<file path="config.mk">
export PLATFORM = sky130hd
export DESIGN_NAME = demux_route_ctrl_flat
export DESIGN_NICKNAME = d
export VERILOG_FILES = /design/src/rtl/demux_route_pkg.sv /design/src/rtl/demux_route_ctrl_if.sv /design/src/rtl/demux_route_ctrl_route_fifo.sv /design/src/rtl/demux_route_ctrl.sv /design/src/flat_wrapper.sv
export SDC_FILE = /design/constraint.sdc
export NUM_CORES = 1
export LEC_CHECK = 0
export BUFFER_PORTS_ARGS = -buffer_cell sky130_fd_sc_hd__clkbuf_2
export CORE_MARGIN = 1.5
export CORE_UTILIZATION = 45
export DETAILED_ROUTE_END_ITERATION = 10
export PLACE_DENSITY = 0.72
export SLEW_MARGIN = 20
export SYNTH_ARGS = -nofsm -noshare
export SYNTH_HDL_FRONTEND = slang
export SYNTH_SLANG_ARGS = --single-unit
export TNS_END_PERCENT = 50
</file>
<file path="constraint.sdc">
create_clock -name clk -period 3.65 [get_ports clk]
set_clock_uncertainty 0.1 [all_clocks]
set_input_delay 0.73 -clock clk [delete_from_list [all_inputs] [get_ports clk]]
set_output_delay 0.73 -clock clk [all_outputs]
set_load 0.01 [all_outputs]
</file>
<file path="src/rtl/demux_route_pkg.sv">
// Shared types for the result demux controller: FSM encoding and queue entry layout.
package demux_route_pkg;

    localparam int DATA_W_DEFAULT = 16;

    typedef enum logic {
        IDLE  = 1'b0,
        OFFER = 1'b1
    } route_state_t;

    typedef struct packed {
        logic                      sel;
        logic [DATA_W_DEFAULT-1:0] data;
    } route_entry_t;

endpackage

</file>
<file path="src/rtl/demux_route_ctrl_if.sv">
// Producer-side and destination-side handshakes of the result demux.
interface demux_route_ctrl_if #(
    parameter int DATA_W = 16
);
    logic              in_valid;
    logic              in_ready;
    logic [DATA_W-1:0] in_data;
    logic              in_sel;
    logic              out0_valid;
    logic              out0_ready;
    logic [DATA_W-1:0] out0_data;
    logic              out1_valid;
    logic              out1_ready;
    logic [DATA_W-1:0] out1_data;

    modport master (
        output in_valid, in_data, in_sel, out0_ready, out1_ready,
        input  in_ready, out0_valid, out0_data, out1_valid, out1_data
    );

    modport slave (
        input  in_valid, in_data, in_sel, out0_ready, out1_ready,
        output in_ready, out0_valid, out0_data, out1_valid, out1_data
    );
endinterface

</file>
<file path="src/rtl/demux_route_ctrl_route_fifo.sv">
// Circular queue of {sel, data} entries; head is always visible on rdata.
module route_fifo
    import demux_route_pkg::*;
#(
    parameter int  DEPTH   = 4,
    parameter type entry_t = route_entry_t
) (
    input  logic                     clk,
    input  logic                     rst_n,
    input  logic                     push,
    input  logic                     pop,
    input  logic                     flush,
    input  entry_t                   wdata,
    output entry_t                   rdata,
    output logic [$clog2(DEPTH):0]   count,
    output logic                     full,
    output logic                     empty
);
    localparam int AW = $clog2(DEPTH);
    localparam logic [AW:0] FULL_CNT = DEPTH[AW:0];

    entry_t        mem [DEPTH];
    logic [AW-1:0] wr_ptr;
    logic [AW-1:0] rd_ptr;
    logic          push_ok;
    logic          pop_ok;

    assign full    = (count == FULL_CNT);
    assign empty   = (count == '0);
    assign push_ok = push && !full && !flush;
    assign pop_ok  = pop && !empty && !flush;
    assign rdata   = mem[rd_ptr];

    always_ff @(posedge clk) begin
        if (push_ok) mem[wr_ptr] <= wdata;
    end

    // Pointers wrap naturally since DEPTH is a power of two.
    always_ff @(posedge clk or negedge rst_n) begin
        if (!rst_n) begin
            wr_ptr <= '0;
            rd_ptr <= '0;
            count  <= '0;
        end else if (flush) begin
            wr_ptr <= '0;
            rd_ptr <= '0;
            count  <= '0;
        end else begin
            if (push_ok) wr_ptr <= wr_ptr + AW'(1);
            if (pop_ok)  rd_ptr <= rd_ptr + AW'(1);
            case ({push_ok, pop_ok})
                2'b10:   count <= count + (AW+1)'(1);
                2'b01:   count <= count - (AW+1)'(1);
                default: count <= count;
            endcase
        end
    end
endmodule

</file>
<file path="src/rtl/demux_route_ctrl.sv">
// Queued 1:2 result demux: FIFO of tagged words, one registered offer at a time.
module demux_route_ctrl
    import demux_route_pkg::*;
#(
    parameter int DATA_W = DATA_W_DEFAULT,
    parameter int DEPTH  = 4
) (
    input  logic                   clk,
    input  logic                   rst_n,
    input  logic                   en,
    input  logic                   flush,
    demux_route_ctrl_if.slave      bus,
    output logic [$clog2(DEPTH):0] count,
    output logic                   busy
);
    typedef struct packed {
        logic              sel;
        logic [DATA_W-1:0] data;
    } entry_t;

    route_state_t      state, state_nxt;
    entry_t            wdata, rdata;
    logic              full, empty, push, pop, xfer;
    logic              v0, v1, v0_nxt, v1_nxt;
    logic [DATA_W-1:0] d0, d1, d0_nxt, d1_nxt;

    assign bus.in_ready = !full && !flush;
    assign push         = bus.in_valid && bus.in_ready;
    assign wdata        = '{sel: bus.in_sel, data: bus.in_data};
    // A ready seen during flush is not a transfer.
    assign xfer = !flush && ((v0 && bus.out0_ready) || (v1 && bus.out1_ready));
    assign pop  = !flush && en && !empty && (state == IDLE || xfer);

    route_fifo #(.DEPTH(DEPTH), .entry_t(entry_t)) u_fifo (
        .clk   (clk),
        .rst_n (rst_n),
        .push  (push),
        .pop   (pop),
        .flush (flush),
        .wdata (wdata),
        .rdata (rdata),
        .count (count),
        .full  (full),
        .empty (empty)
    );

    always_comb begin
        state_nxt = state;
        v0_nxt    = v0;
        v1_nxt    = v1;
        d0_nxt    = d0;
        d1_nxt    = d1;
        if (flush) begin
            state_nxt = IDLE;
            v0_nxt    = 1'b0;
            v1_nxt    = 1'b0;
        end else if (pop) begin
            // Pop on a transfer keeps OFFER with no bubble.
            state_nxt = OFFER;
            v0_nxt    = !rdata.sel;
            v1_nxt    = rdata.sel;
            if (rdata.sel) d1_nxt = rdata.data;
            else           d0_nxt = rdata.data;
        end else if (xfer) begin
            state_nxt = IDLE;
            v0_nxt    = 1'b0;
            v1_nxt    = 1'b0;
        end
    end

    always_ff @(posedge clk or negedge rst_n) begin
        if (!rst_n) begin
            state <= IDLE;
            v0    <= 1'b0;
            v1    <= 1'b0;
            d0    <= '0;
            d1    <= '0;
        end else begin
            state <= state_nxt;
            v0    <= v0_nxt;
            v1    <= v1_nxt;
            d0    <= d0_nxt;
            d1    <= d1_nxt;
        end
    end

    assign bus.out0_valid = v0;
    assign bus.out0_data  = d0;
    assign bus.out1_valid = v1;
    assign bus.out1_data  = d1;
    assign busy           = (state != IDLE) || (count != '0);
endmodule
</file>
<file path="src/flat_wrapper.sv">
// flat-port wrapper written by rule: the top's interface ports become plain ports
module demux_route_ctrl_flat import demux_route_pkg::*;
#(
    parameter int DATA_W = DATA_W_DEFAULT,
    parameter int DEPTH  = 4
)
  (clk, rst_n, en, flush, count, busy, bus_in_valid, bus_in_data, bus_in_sel, bus_out0_ready, bus_out1_ready, bus_in_ready, bus_out0_valid, bus_out0_data, bus_out1_valid, bus_out1_data);
  demux_route_ctrl_if #(.DATA_W(DATA_W)) bus_i ();
  input  logic clk;
  input  logic rst_n;
  input  logic en;
  input  logic flush;
  output logic [$clog2(DEPTH):0] count;
  output logic busy;
  input wire logic [$bits(bus_i.in_valid)-1:0] bus_in_valid;
  input wire logic [$bits(bus_i.in_data)-1:0] bus_in_data;
  input wire logic [$bits(bus_i.in_sel)-1:0] bus_in_sel;
  input wire logic [$bits(bus_i.out0_ready)-1:0] bus_out0_ready;
  input wire logic [$bits(bus_i.out1_ready)-1:0] bus_out1_ready;
  output wire logic [$bits(bus_i.in_ready)-1:0] bus_in_ready;
  output wire logic [$bits(bus_i.out0_valid)-1:0] bus_out0_valid;
  output wire logic [$bits(bus_i.out0_data)-1:0] bus_out0_data;
  output wire logic [$bits(bus_i.out1_valid)-1:0] bus_out1_valid;
  output wire logic [$bits(bus_i.out1_data)-1:0] bus_out1_data;
  assign bus_i.in_valid = bus_in_valid;
  assign bus_i.in_data = bus_in_data;
  assign bus_i.in_sel = bus_in_sel;
  assign bus_i.out0_ready = bus_out0_ready;
  assign bus_i.out1_ready = bus_out1_ready;
  assign bus_in_ready = bus_i.in_ready;
  assign bus_out0_valid = bus_i.out0_valid;
  assign bus_out0_data = bus_i.out0_data;
  assign bus_out1_valid = bus_i.out1_valid;
  assign bus_out1_data = bus_i.out1_data;
  demux_route_ctrl #(.DATA_W(DATA_W), .DEPTH(DEPTH)) u_core (.clk(clk), .rst_n(rst_n), .en(en), .flush(flush), .bus(bus_i), .count(count), .busy(busy));
endmodule
</file>
# Word-level counts from Yosys, hierarchy flattened
# Memory sizes are Yosys's and may differ from the RTL's.
# Cells that the tools add are included.
[totals] output_inout_bits=39 mem_count=1 elab_cells=61 ramBits=68 ff_bits=42 inputBits=24
[classes] n_mux=15 n_addsub=4 n_bitwise=3 n_reduce_logical=27 eq_ne=3
[mem_list] memory="u_core.u_fifo.mem" words=4 word_bits=17 read_ports=1 rd_clocked_by_memory_dff=0 wr=1 line="demux_route_ctrl_route_fifo.sv:22" source="entry_t mem [DEPTH];"
[ops] operator="logical AND 1 bit" count=12
[ops] operator="two-way mux 1 bit" count=9
[ops] operator="nonzero test 3 bit" count=3
[ops] operator="two-way mux 2 bit" count=4
[ops] operator="case mux 3 bit (2 select lines)" count=1
[ops] operator="AND reduction 3 bit" count=2
[ops] operator="adder 2 x 1 -> 2 bit (second input constant)" count=2
[ops] operator="zero test 1 bit" count=4
[ops] operator="nonzero test 2 bit" count=2
[ops] operator="adder 3 x 1 -> 3 bit (second input constant)" count=1
[ops] operator="== test 3 bit (second input constant)" count=1
[ops] operator="zero test 3 bit" count=1
[ops] operator="logical OR 1 bit" count=3
[ops] operator="two-way mux 3 bit" count=1
[ops] operator="NOT 1 bit" count=3
[ops] operator="subtractor 3 x 1 -> 3 bit (second input constant)" count=1
[ops] operator="== test 2 x 1 -> 1 bit (second input constant)" count=1
[ops] operator="== test 2 bit (second input constant)" count=1

# Logic depth before layout (Yosys ltp)
# Gate-level depths: netlist of the first run.
[logic_depth] ltp_word=10 ltp_mapped=7 depth_no_buf=6

# Hierarchy
# A second synthesis of the first run with hierarchy kept.
[unflattened] cells_unflattened=242 area_unflattened_um2=4533.1
[modules_own_cells] mod="route_fifo" area_per_inst_um2=3064.2 cells_each=156 seq_area_each_um2=2217.1 n_inst=1
[modules_own_cells] mod="demux_route_ctrl" area_per_inst_um2=1468.9 cells_each=86 seq_area_each_um2=875.8 n_inst=1

# Worst setup path after synthesis of the first run
# Ideal clock, no wire load.
[synth_path] kind="in2reg" start="input port bus_out0_ready" end="register u_core.u_fifo.count[1]" required_ns=3.415 path_buffers=0 arrival_time_ns=2.179 setup_time_ns=0.135 stages=6 path_slack_ns=1.236 cell_sequence="nand2_1 a311o_2 nor2_1 fa_1 a221oi_1 nor3_1"
[synth_via] elab_chain_len=10 elab_cells_between_ends=12 classes_between="2 x eq/ne; 2 x mux; 8 x reduce/logical"
[synth_rtl] item="from (decl)" line="flat_wrapper.sv:18" source="input wire logic [$bits(bus_i.out0_ready)-1:0] bus_out0_ready;"
[synth_rtl] item="logical AND 1 bit *" line="demux_route_ctrl.sv:31" source="assign xfer = !flush && ((v0 && bus.out0_ready) || (v1 && bus.out1_ready));"
[synth_rtl] item="logical OR 1 bit *" line="demux_route_ctrl.sv:31"
[synth_rtl] item="logical AND 1 bit *" line="demux_route_ctrl.sv:31"
[synth_rtl] item="logical OR 1 bit *" line="demux_route_ctrl.sv:32" source="assign pop = !flush && en && !empty && (state == IDLE || xfer);"
[synth_rtl] item="logical AND 1 bit *" line="demux_route_ctrl.sv:32"
[synth_rtl] item="logical AND 1 bit * (2 in a row)" line="demux_route_ctrl_route_fifo.sv:31" source="assign pop_ok = pop && !empty && !flush;"
[synth_rtl] item="== test 2 x 1 -> 1 bit / == test 2 bit (equally long branches)" line="demux_route_ctrl_route_fifo.sv:51" source="case ({push_ok, pop_ok})"
[synth_rtl] item="case mux 3 bit (2 select lines)" line="demux_route_ctrl_route_fifo.sv:51"
[synth_rtl] item="two-way mux 3 bit" line="demux_route_ctrl_route_fifo.sv:44" source="end else if (flush) begin"
[synth_rtl] item="to (signal assigned)" line="demux_route_ctrl_route_fifo.sv:52" source="2'b10: count <= count + (AW+1)'(1);"
[synth_rtl] item="to (signal assigned)" line="demux_route_ctrl_route_fifo.sv:53" source="2'b01: count <= count - (AW+1)'(1);"
[synth_rtl] item="to (signal assigned)" line="demux_route_ctrl_route_fifo.sv:54" source="default: count <= count;"
[synth_rtl] item="to (decl)" line="demux_route_ctrl_route_fifo.sv:15" source="output logic [$clog2(DEPTH):0] count,"
# Every way passes the cells marked *; elsewhere a longest branch is shown, timed or not.
# A chain may end at the register's enable or synchronous reset.

# Final worst setup path of the first run
[layout_path] start="input port flush" end="register u_core.u_fifo.count[1]"
[layout_via] elab_chain_len=9 elab_cells_between_ends=17 classes_between="2 x eq/ne; 2 x mux; 13 x reduce/logical"
[layout_rtl] item="from (decl)" line="flat_wrapper.sv:12" source="input logic flush;"
[layout_rtl] item="zero test 1 bit"
[layout_rtl] item="logical AND 1 bit (on tied branches)" line="demux_route_ctrl.sv:32, demux_route_ctrl.sv:31"
[layout_rtl] item="logical AND 1 bit / logical OR 1 bit (equally long branches)" line="demux_route_ctrl.sv:32"
[layout_rtl] item="logical AND 1 bit" line="demux_route_ctrl.sv:32"
[layout_rtl] item="logical AND 1 bit (2 in a row)" line="demux_route_ctrl_route_fifo.sv:31"
[layout_rtl] item="== test 2 x 1 -> 1 bit / == test 2 bit (equally long branches)" line="demux_route_ctrl_route_fifo.sv:51"
[layout_rtl] item="case mux 3 bit (2 select lines)" line="demux_route_ctrl_route_fifo.sv:51"
[layout_rtl] item="two-way mux 3 bit" line="demux_route_ctrl_route_fifo.sv:44"
# Parallel ways exist; a longest one is shown, timed or not.

==> results of run 1 <==
## flip-flops by register name, summed over array words and instances, names as in the netlist
name                   flops
u_core.bus.out0_data      16
u_core.u_fifo.count        3
u_core.bus.out0_valid      1
u_core.u_fifo.wr_ptr       2
u_core.u_fifo.rd_ptr       2
u_core.state               1
u_core.bus.out1_data      16
u_core.u_fifo.mem         68
u_core.bus.out1_valid      1
## layout make-up
type / count / area [µm²] / area share
clock inverter: 5 / 63.8 / 0.0127
timing repair buffer: 69 / 363 / 0.0723
clock buffer: 11 / 151 / 0.0302
tap: 129 / 161 / 0.0322
inverter: 4 / 15.0 / 0.00299
sequential: 110 / 3090 / 0.616
multi-input combinational: 100 / 1170 / 0.233
## metrics by stage
stage,instances,hold WS [ns]
finish,428,0.395
detailed placement,412,0.395
global placement,412,0.388
CTS,428,0.418
floorplan,223,0.334
global route,428,0.436
## power by group
| group | internal [mW] | switching, mW | leakage (nW) |
|---|---|---|---|
| Sequential | 1.54 | 0.121 | 1.15 |
| Combinational | 0.359 | 0.315 | 0.738 |
| Clock | 0.363 | 0.407 | 0.108 |
| Total | 2.26 | 0.843 | 1.99 |
## path summary, 6_finish.rpt
path	startpoint	endpoint	slack, ns
worst max-delay path	flush	u_core.u_fifo.count[1]	1.27
worst max register to register	u_core.u_fifo.count[2]	u_core.u_fifo.count[1]	1.36
worst min register to register	u_core.bus.out0_data[4]	u_core.bus.out0_data[4]	0.41
worst min-delay path	rst_n	u_core.bus.out0_data[12]	0.40
max in group asynchronous	rst_n	u_core.bus.out0_data[4]	2.45
min in group clk	u_core.bus.out0_data[4]	u_core.bus.out0_data[4]	0.41
## metal layers
metal  vias up  track usage
li1       1001            -
met1      1141        0.213
met2        41        0.268
met3         9       0.0421
met4         0       0.0524
met5         -            0
## logic make-up after synthesis
| family | after synthesis | share of synthesized area |
|---|---|---|
| DFF | 110 | 0.712 |
| muxes | 50 | 0.181 |
| and+or+nand+nor | 27 | 0.0363 |
| AOI/OAI and AO/OA | 16 | 0.0320 |
| buffers and inverters | 13 | 0.0179 |
| adders and majority gates | 5 | 0.0161 |
| xor gates and xnor gates | 2 | 0.00404 |
## cell usage in the layout (no fill, tap or decap), types with 3 or more instances in the layout
cell / count
edfxtp_1: 68
clkbuf_2: 61
dfrtp_1: 42
mux2_2: 23
mux4_2: 17
clkbuf_8: 11
mux2_4: 9
buf_4: 7
nand2_1: 6
nor2_1: 5
and2_1: 4
inv_1: 4
ha_1: 4
nand2b_1: 3
o31ai_1: 3
==> impl_metrics.py, run 1 <==
metrics = {
    "outcome": {
        "status": "finished, final reports clean",
    },
    "placed_design": {
        "placed_cell_area_mm2": 0.00480,
        "dp_hpwl_um": 4810,
        "pre_cts_ws_ns": 0.864,
        "io_buffers": 62,
        "routabilityCongestion": 0.728,
    },
    "drt": {
        "vias": 2192,
        "drtAntennaViolNets": 0,
        "top_layer_used": "met4",
        "wl_met1_um": 3310,
        "avgViaCountPerCell": 5.12,
        "wl_per_cell_um": 17.7,
        "met2_wirelength_um": 3930,
        "wl_met3_um": 248,
        "drc": 0,
        "wl_um": 7580,
        "drt_first_pass_iters": 5,
        "drt_iter0_markers": 116,
    },
    "floorplanning": {
        "num_rows": 35,
        "core_area_mm2": 0.00928,
        "die_y_um": 101,
        "start_util": 0.468,
        "die_x_um": 101,
        "ios": 63,
        "dieArea_mm2": 0.0102,
    },
    "timing": {
        "min_period_over_period": 0.651,
        "max-slew-margin-rel": 0.369,
        "slew_violations": 0,
        "finalSetupViolCount": 0,
        "worst_pin_slew_ns": 0.947,
        "grt_setup_unrepaired": "false",
        "finalCriticalPeriod_ns": 2.38,
        "fin_tns_setup_ns": 0,
        "setup_ws_ns": 1.27,
        "hold_violations": 0,
        "fmaxAchievable_mhz": 421,
    },
    "flow_run": {
        "cap_violations": 0,
    },
    "finish": {
        "drive_gt1_frac": 0.465,
        "fillers": 789,
        "syn_to_final_growth_pct": 15.6,
        "antennaDiodeCount": 0,
        "design_area_mm2": 0.00502,
        "fin_nets": 323,
        "utilization": 0.541,
    },
    "critical_path": {
        "reg2regPathDepth": 6,
        "path_buf_inv": 1,
        "crit_slowest_cell": "fa_1",
        "crit_required_ns": 3.80,
        "cp-start-kind": "primary input",
        "critPathMaxStageDelay_ns": 0.44,
        "cp_max_fo": 12,
        "cp_data_arrival_time_ns": 2.53,
        "crit_family": "compound AO/OA/AOI/OAI gates",
        "worstPathCellList": "clkbuf_2, nand2b_1, a311o_2, nor2_1, fa_1, a221oi_1, nor3_1",
        "cp-end-kind": "register",
        "crit_type": "in2reg",
        "crit_cells": 7,
    },
    "global_routing": {
        "grt_pass1_wl_um": 12200,
        "grt_max_degree": 43,
        "antenna_found_initial": 0,
        "gr-usage-all-layers": 0.163,
        "grt-ovfl-total": 0,
        "grt_pass1_vias": 2332,
    },
    "yosys": {
        "yosys.area.top_type": "edfxtp_1",
        "ys_types": 37,
        "ys_seq_area_frac": 0.712,
        "synthesis.area_mm2": 0.00434,
        "ys_async_sr_fraction": 0.382,
        "synth_cells": 223,
        "synth.most_common_cell": "edfxtp_1",
        "synth_ff_type": "edfxtp_1",
        "synth_area_leaders": "edfxtp_1, dfrtp_1, mux4_2",
        "synth-edff-count": 68,
        "yosys_warnings": 0,
        "synth.net_count": 252,
        "synth_top_area_frac": 0.470,
        "yosys-top-cells-count": "edfxtp_1, dfrtp_1, mux2_2, mux4_2, mux2_4",
        "ys_ff_latch": 110,
        "synth_area_per_cell_um2": 19.5,
    },
    "clock_tree": {
        "cts_resized": 0,
        "h-tree-depth": 3,
        "cts_setup_buffers": 0,
        "clk_latency_ns": 0.36,
        "cts_tree": "built",
        "cts_root_buf": "clkbuf_8",
        "cts.clk_slew.worst_paths_ns": 0.11,
        "ctsHoldBuffers": 0,
        "cts_max_path_buffers": 2,
        "numCtsBuffers": 9,
        "numClockSinks": 110,
    },
    "pwr": {
        "leakagePower_nw": 1.99,
        "power.total_mw": 3.10,
        "power_density_mw_per_mm2": 618,
        "ir_drop_uv": 242,
    },
    "worst_hold_path": {
        "worstHoldPathType": "in2async",
    },
}
Power figures use the tool's default switching activity.
==> run 2, diff against run 1 <==
- clock period: 3.65 -> 2.2 ns (I/O delays scaled with it)
==> run 2 against run 1 <==
  * Total power rose by 65%
  * Highest routed layer unchanged
  * Largest cell class unchanged
  * Final cell count rose by 3.7%
  * Critical endpoint unchanged
  * Sequential power rose by 65%
  * Count of clock-buffer cells in the layout fell by 1
  * Sequential cell count did not move
==> impl_metrics.py, run 2 (same netlist as run 1, synthesis figures left out) <==
metrics = {
    "outcome": {
        "status": "finished, final reports clean",
    },
    "pwr": {
        "power.total_mw": 5.12,
        "switching_share": 0.274,
        "clock_power_share": 0.234,
        "power_switching_mw": 1.40,
        "power_density_mw_per_mm2": 991,
        "ir_drop_uv": 329,
        "leakagePower_nw": 2.07,
        "p_comb_frac": 0.230,
        "p_int_mw": 3.72,
        "pwr-share-seq": 0.536,
    },
    "clock_tree": {
        "clk_latency_ns": 0.35,
        "cts.clk_slew.worst_paths_ns": 0.11,
        "cts_root_buf": "clkbuf_8",
        "h-tree-depth": 3,
        "cts_max_path_buffers": 2,
        "cts_tree": "built",
        "numCtsBuffers": 9,
        "numClockSinks": 110,
    },
    "global_routing": {
        "grt_max_degree": 43,
        "grt_pass1_wl_um": 12300,
        "grt-ovfl-total": 0,
        "gr-usage-all-layers": 0.164,
        "antenna_found_initial": 0,
        "grt_pass1_vias": 2303,
    },
    "timing": {
        "max-slew-margin-rel": 0.621,
        "fin_tns_setup_ns": 0,
        "grt_setup_unrepaired": "false",
        "hold_slack_ns": 0.0320,
        "min_period_over_period": 0.924,
        "fmaxAchievable_mhz": 492,
        "finalCriticalPeriod_ns": 2.03,
        "slew_violations": 0,
        "worst_pin_slew_ns": 0.568,
        "finalSetupViolCount": 0,
        "hold_violations": 0,
    },
    "drt": {
        "avgViaCountPerCell": 5.01,
        "drtAntennaViolNets": 0,
        "drc": 0,
        "vias": 2225,
        "wl_per_cell_um": 17.6,
        "wl_um": 7830,
        "drt_iter0_markers": 111,
        "drt_first_pass_iters": 4,
    },
    "critical_path": {
        "cp-end-kind": "register",
        "crit_slowest_cell": "fa_1",
        "cp_data_arrival_time_ns": 2.18,
        "crit_cells": 6,
        "crit_type": "reg2reg",
        "cp_max_fo": 4,
        "crit_required_ns": 2.35,
        "crit_family": "compound AO/OA/AOI/OAI gates",
        "cp-start-kind": "register",
        "worstPathCellList": "nor3_4, a311o_2, nor2_1, fa_1, a221oi_1, nor3_1",
        "reg2regPathDepth": 6,
        "r2r-start": "u_core.u_fifo.count[0]",
        "startpoint": "u_core.u_fifo.count[0]",
        "path_buf_inv": 0,
        "critPathMaxStageDelay_ns": 0.45,
    },
    "floorplanning": {
        "core_area_mm2": 0.00928,
        "dieArea_mm2": 0.0102,
        "die_y_um": 101,
        "ios": 63,
        "start_util": 0.468,
        "num_rows": 35,
        "die_x_um": 101,
    },
    "finish": {
        "regMostFlops": "u_core.u_fifo.mem",
        "final_common_cell": "edfxtp_1",
        "utilization": 0.556,
        "final_cell_mix": "edfxtp_1, clkbuf_2, dfrtp_1, mux2_2, buf_4",
        "syn_to_final_growth_pct": 18.9,
        "largest_reg_flops": 68,
        "drive_gt1_frac": 0.495,
        "fin_nets": 339,
        "antennaDiodeCount": 0,
    },
    "worst_hold_path": {
        "worstHoldPathType": "in2async",
    },
    "placed_design": {
        "dp_hpwl_um": 5360,
        "io_buffers": 62,
        "routabilityCongestion": 0.734,
    },
    "flow_run": {
        "cap_violations": 0,
    },
}
## run 2: power groups by stage
stage	logic, mW	clock network [mW]	registers, mW
2_1_floorplan	0.557	0	2.90
3_3_place_gp	1.16	0	2.77
3_5_place_dp	1.20	0	2.79
4_1_cts	1.20	1.24	2.75
5_1_grt	1.29	1.31	2.78
6_report	1.18	1.20	2.74
## run 2: area by class of cell
type                            instances  area [µm²]
Clock buffer                           10         128
Clock inverter                          6        71.3
Fill cell                             757        4120
Inverter                                4        15.0
Multi-Input combinational cell        100        1170
Sequential cell                       110        3090
Tap cell                              129         161
Timing Repair Buffer                   85         520
## run 2: worst paths after layout
kind	slack, ns	end
max in group asynchronous	1.53	u_core.u_fifo.count[0]
hold reg to reg	0.41	u_core.bus.out1_data[5]
hold / removal	0.03	u_core.bus.out1_data[12]
setup / recovery	0.17	u_core.u_fifo.count[1]
setup reg to reg	0.17	u_core.u_fifo.count[1]
min in group clk	0.20	u_core.u_fifo.mem[0][12]
## run 2: worst register-to-register path, cell delays in order (launching register included)
cell	delay, ns
dfrtp_2	0.43
nor3_4	0.08
a311o_2	0.37
nor2_1	0.14
fa_1	0.45
a221oi_1	0.29
nor3_1	0.07
## run 2: routing by layer
layer	GRT usage	vias to the layer above	part of all wire
li1	-	1040	-
met1	0.216	1137	0.44
met2	0.280	44	0.52
met3	0.0262	4	0.029
met4	0.0577	0	0.010
met5	0	-	0
## run 2: per-stage QoR
stage                     cell area (µm²)  setup WS (ns)  std cells
final                                5160          0.168        444
after global routing                 5160         0.0356        444
after CTS                            5160          0.132        444
after detailed placement             4960         0.0120        428
after global placement               4960         0.0608        428
after floorplan                      4340         0.0589        223
## run 2: timing repair
action	in CTS	in global routing
setup buffers	0	0
endpoints found under the setup margin	0	1
hold buffers	0	0
gates resized for setup	0	2
==> run 3, diff against run 2 <==
- ABC_AREA: not set -> 1
==> run 3 against run 2 <==
  * Clock power barely moved
  * Total power rose by 15%
  * Worst setup slack got worse by 0.019 ns
  * Critical endpoint is now busy
  * Largest cell class unchanged
==> impl_metrics.py, run 3 <==
metrics = {
    "pwr": {
        "leakagePower_nw": 2.14,
        "p_int_mw": 3.76,
        "power_density_mw_per_mm2": 1160,
        "ir_drop_uv": 498,
        "p_comb_frac": 0.310,
        "pwr-share-seq": 0.485,
        "clock_power_share": 0.205,
        "power_switching_mw": 2.10,
        "switching_share": 0.359,
    },
    "timing": {
        "finalCriticalPeriod_ns": 2.05,
        "hold_violations": 0,
        "min_period_over_period": 0.932,
        "fmaxAchievable_mhz": 488,
        "grt_setup_unrepaired": "false",
        "finalSetupViolCount": 0,
        "slew_violations": 0,
        "worst_pin_slew_ns": 0.657,
        "fin_tns_setup_ns": 0,
        "max-slew-margin-rel": 0.562,
    },
    "floorplanning": {
        "ios": 63,
        "dieArea_mm2": 0.0103,
        "core_area_mm2": 0.00933,
        "die_y_um": 102,
        "start_util": 0.470,
        "num_rows": 35,
        "die_x_um": 102,
    },
    "placed_design": {
        "dp.cells": 538,
        "dp_hpwl_um": 5320,
        "placed_cell_area_mm2": 0.00486,
        "io_buffers": 62,
        "routabilityCongestion": 0.833,
    },
    "yosys": {
        "synth_area_per_cell_um2": 12.5,
        "muxShareOfSynthArea": 0,
        "synth_area_leaders": "edfxtp_1, dfrtp_1, nand2_1",
        "synth.most_common_cell": "edfxtp_1",
        "synth_adder_area_share": 0.0160,
        "synth_top_family_by_area": "compound AO/OA/AOI/OAI gates",
        "synth-xor-area-share": 0.00200,
        "synth_cells": 350,
        "synthesis.area_mm2": 0.00438,
        "synth.net_count": 379,
        "synth_ff_type": "edfxtp_1",
        "yosys_warnings": 0,
        "synth_top_area_frac": 0.466,
        "synth-edff-count": 68,
        "ys_async_sr_fraction": 0.382,
        "ys_seq_area_frac": 0.705,
        "yosys.area.top_type": "edfxtp_1",
        "ys_ff_latch": 110,
        "yosys-top-cells-count": "edfxtp_1, nand2_1, dfrtp_1, o21ai_0, nor2_1",
        "yosys.area_share.simple": 0.114,
        "ys_types": 29,
        "synth-compound-area-share": 0.124,
    },
    "global_routing": {
        "globalRouteMet2Util": 0.249,
        "gr-usage-met1": 0.248,
        "antenna_found_initial": 0,
        "globalRouteMet3Util": 0.0311,
        "grt_pass1_wl_um": 12900,
        "grt-ovfl-total": 0,
        "grt_busiest_layer": "met2",
        "grt_pass1_vias": 2543,
        "gr-usage-all-layers": 0.166,
        "grt_max_degree": 36,
    },
    "drt": {
        "vias": 2779,
        "wl_um": 8080,
        "avgViaCountPerCell": 5.01,
        "drc": 0,
        "drt_iter0_markers": 186,
        "drtAntennaViolNets": 0,
        "wl_per_cell_um": 14.6,
        "drt_first_pass_iters": 4,
    },
    "critical_path": {
        "path_buf_inv": 1,
        "crit_slowest_cell": "dfrtp_1",
        "cp-start-kind": "register",
        "cp-end-kind": "primary output",
        "crit_family": "simple AND/OR/NAND/NOR gates",
        "critPathMaxStageDelay_ns": 0.45,
        "cp_data_arrival_time_ns": 1.51,
        "crit_type": "reg2out",
        "crit_required_ns": 1.66,
        "cp_max_fo": 4,
        "worstPathCellList": "nor2_2, nand2_2, or2_2, clkbuf_2",
    },
    "finish": {
        "design_area_mm2": 0.00507,
        "regMostFlops": "u_core.u_fifo.mem",
        "fillers": 810,
        "multi_input_area_mm2": 0.00112,
        "fin_nets": 450,
        "drive_gt1_frac": 0.272,
        "seqCellArea_mm2": 0.00309,
        "syn_to_final_growth_pct": 15.6,
        "layoutNonFillerInstCount": 555,
        "largest_reg_flops": 68,
        "utilization": 0.543,
        "antennaDiodeCount": 0,
        "final_cell_mix": "edfxtp_1, clkbuf_2, nand2_1, dfrtp_1, o21ai_0",
        "final_common_cell": "edfxtp_1",
    },
    "clock_tree": {
        "cts_max_path_buffers": 2,
        "cts_tree": "built",
        "cts.clk_slew.worst_paths_ns": 0.11,
        "clk_latency_ns": 0.36,
        "cts_root_buf": "clkbuf_8",
        "h-tree-depth": 3,
        "numClockSinks": 110,
        "numCtsBuffers": 9,
    },
    "worst_hold_path": {
        "worstHoldPathType": "in2reg",
    },
    "outcome": {
        "status": "finished, final reports clean",
    },
    "flow_run": {
        "cap_violations": 0,
    },
}
-- run 3: layout make-up --
class / instances / area share
clock buffer: 9 / 0.0244
clock inverter: 7 / 0.0156
inverter: 17 / 0.0133
multi-input combinational: 208 / 0.221
sequential: 110 / 0.610
tap: 129 / 0.0318
timing repair buffer: 75 / 0.0834
-- run 3: cell families after synthesis --
group,count (synthesis)
simple gates,113
flops,110
compound gates,89
buf+inv,32
fa+ha+maj,5
xor+xnor,1
-- run 3: per-stage QoR --
step	total power [mW]	hold WS [ns]	setup slack, ns
after global placement	4.67	0.364	0.141
after global routing	6.25	0.170	0.0209
final	5.86	0.183	0.150
after detailed placement	4.72	0.370	0.0758
after floorplan	4.07	0.0444	0.215
after CTS	5.91	0.172	0.128
-- run 3: final timing paths --
| check | depth (start not counted) | slack, ns | start | end |
|---|---|---|---|---|
| worst max-delay path | 4 | 0.15 | u_core.u_fifo.count[0] | busy |
| worst min-delay path | 1 | 0.18 | bus_in_data[7] | u_core.u_fifo.mem[3][7] |
| worst max register to register | 11 | 0.17 | u_core.u_fifo.count[0] | u_core.u_fifo.count[2] |
| worst min register to register | 2 | 0.39 | u_core.bus.out1_data[5] | u_core.bus.out1_data[5] |
| max in group asynchronous | 3 | 0.88 | rst_n | u_core.u_fifo.wr_ptr[1] |
| min in group asynchronous | 2 | 0.52 | rst_n | u_core.bus.out0_data[10] |
-- run 3: power by group through the flow --
stage,combinational (mW),sequential (mW),clock [mW]
final,1.82,2.84,1.20
after detailed placement,1.84,2.89,0
after floorplan,1.08,2.99,0
after global placement,1.79,2.88,0
after global routing,2.06,2.89,1.30
after CTS,1.84,2.84,1.22
-- run 3: timing repair --
| item | CTS | global route |
|---|---|---|
| setup endpoints to repair | 0 | 0 |
| hold endpoints to repair | 5 | 0 |
| hold buffers | 1 | 0 |
| gates resized for setup | 0 | 0 |
| setup buffers | 0 | 0 |
-- run 3: per-layer routing --
layer,vias to the layer above,share of wire
li1,1371,-
met1,1339,0.48
met2,63,0.46
met3,6,0.045
met4,0,0.0094
met5,-,0
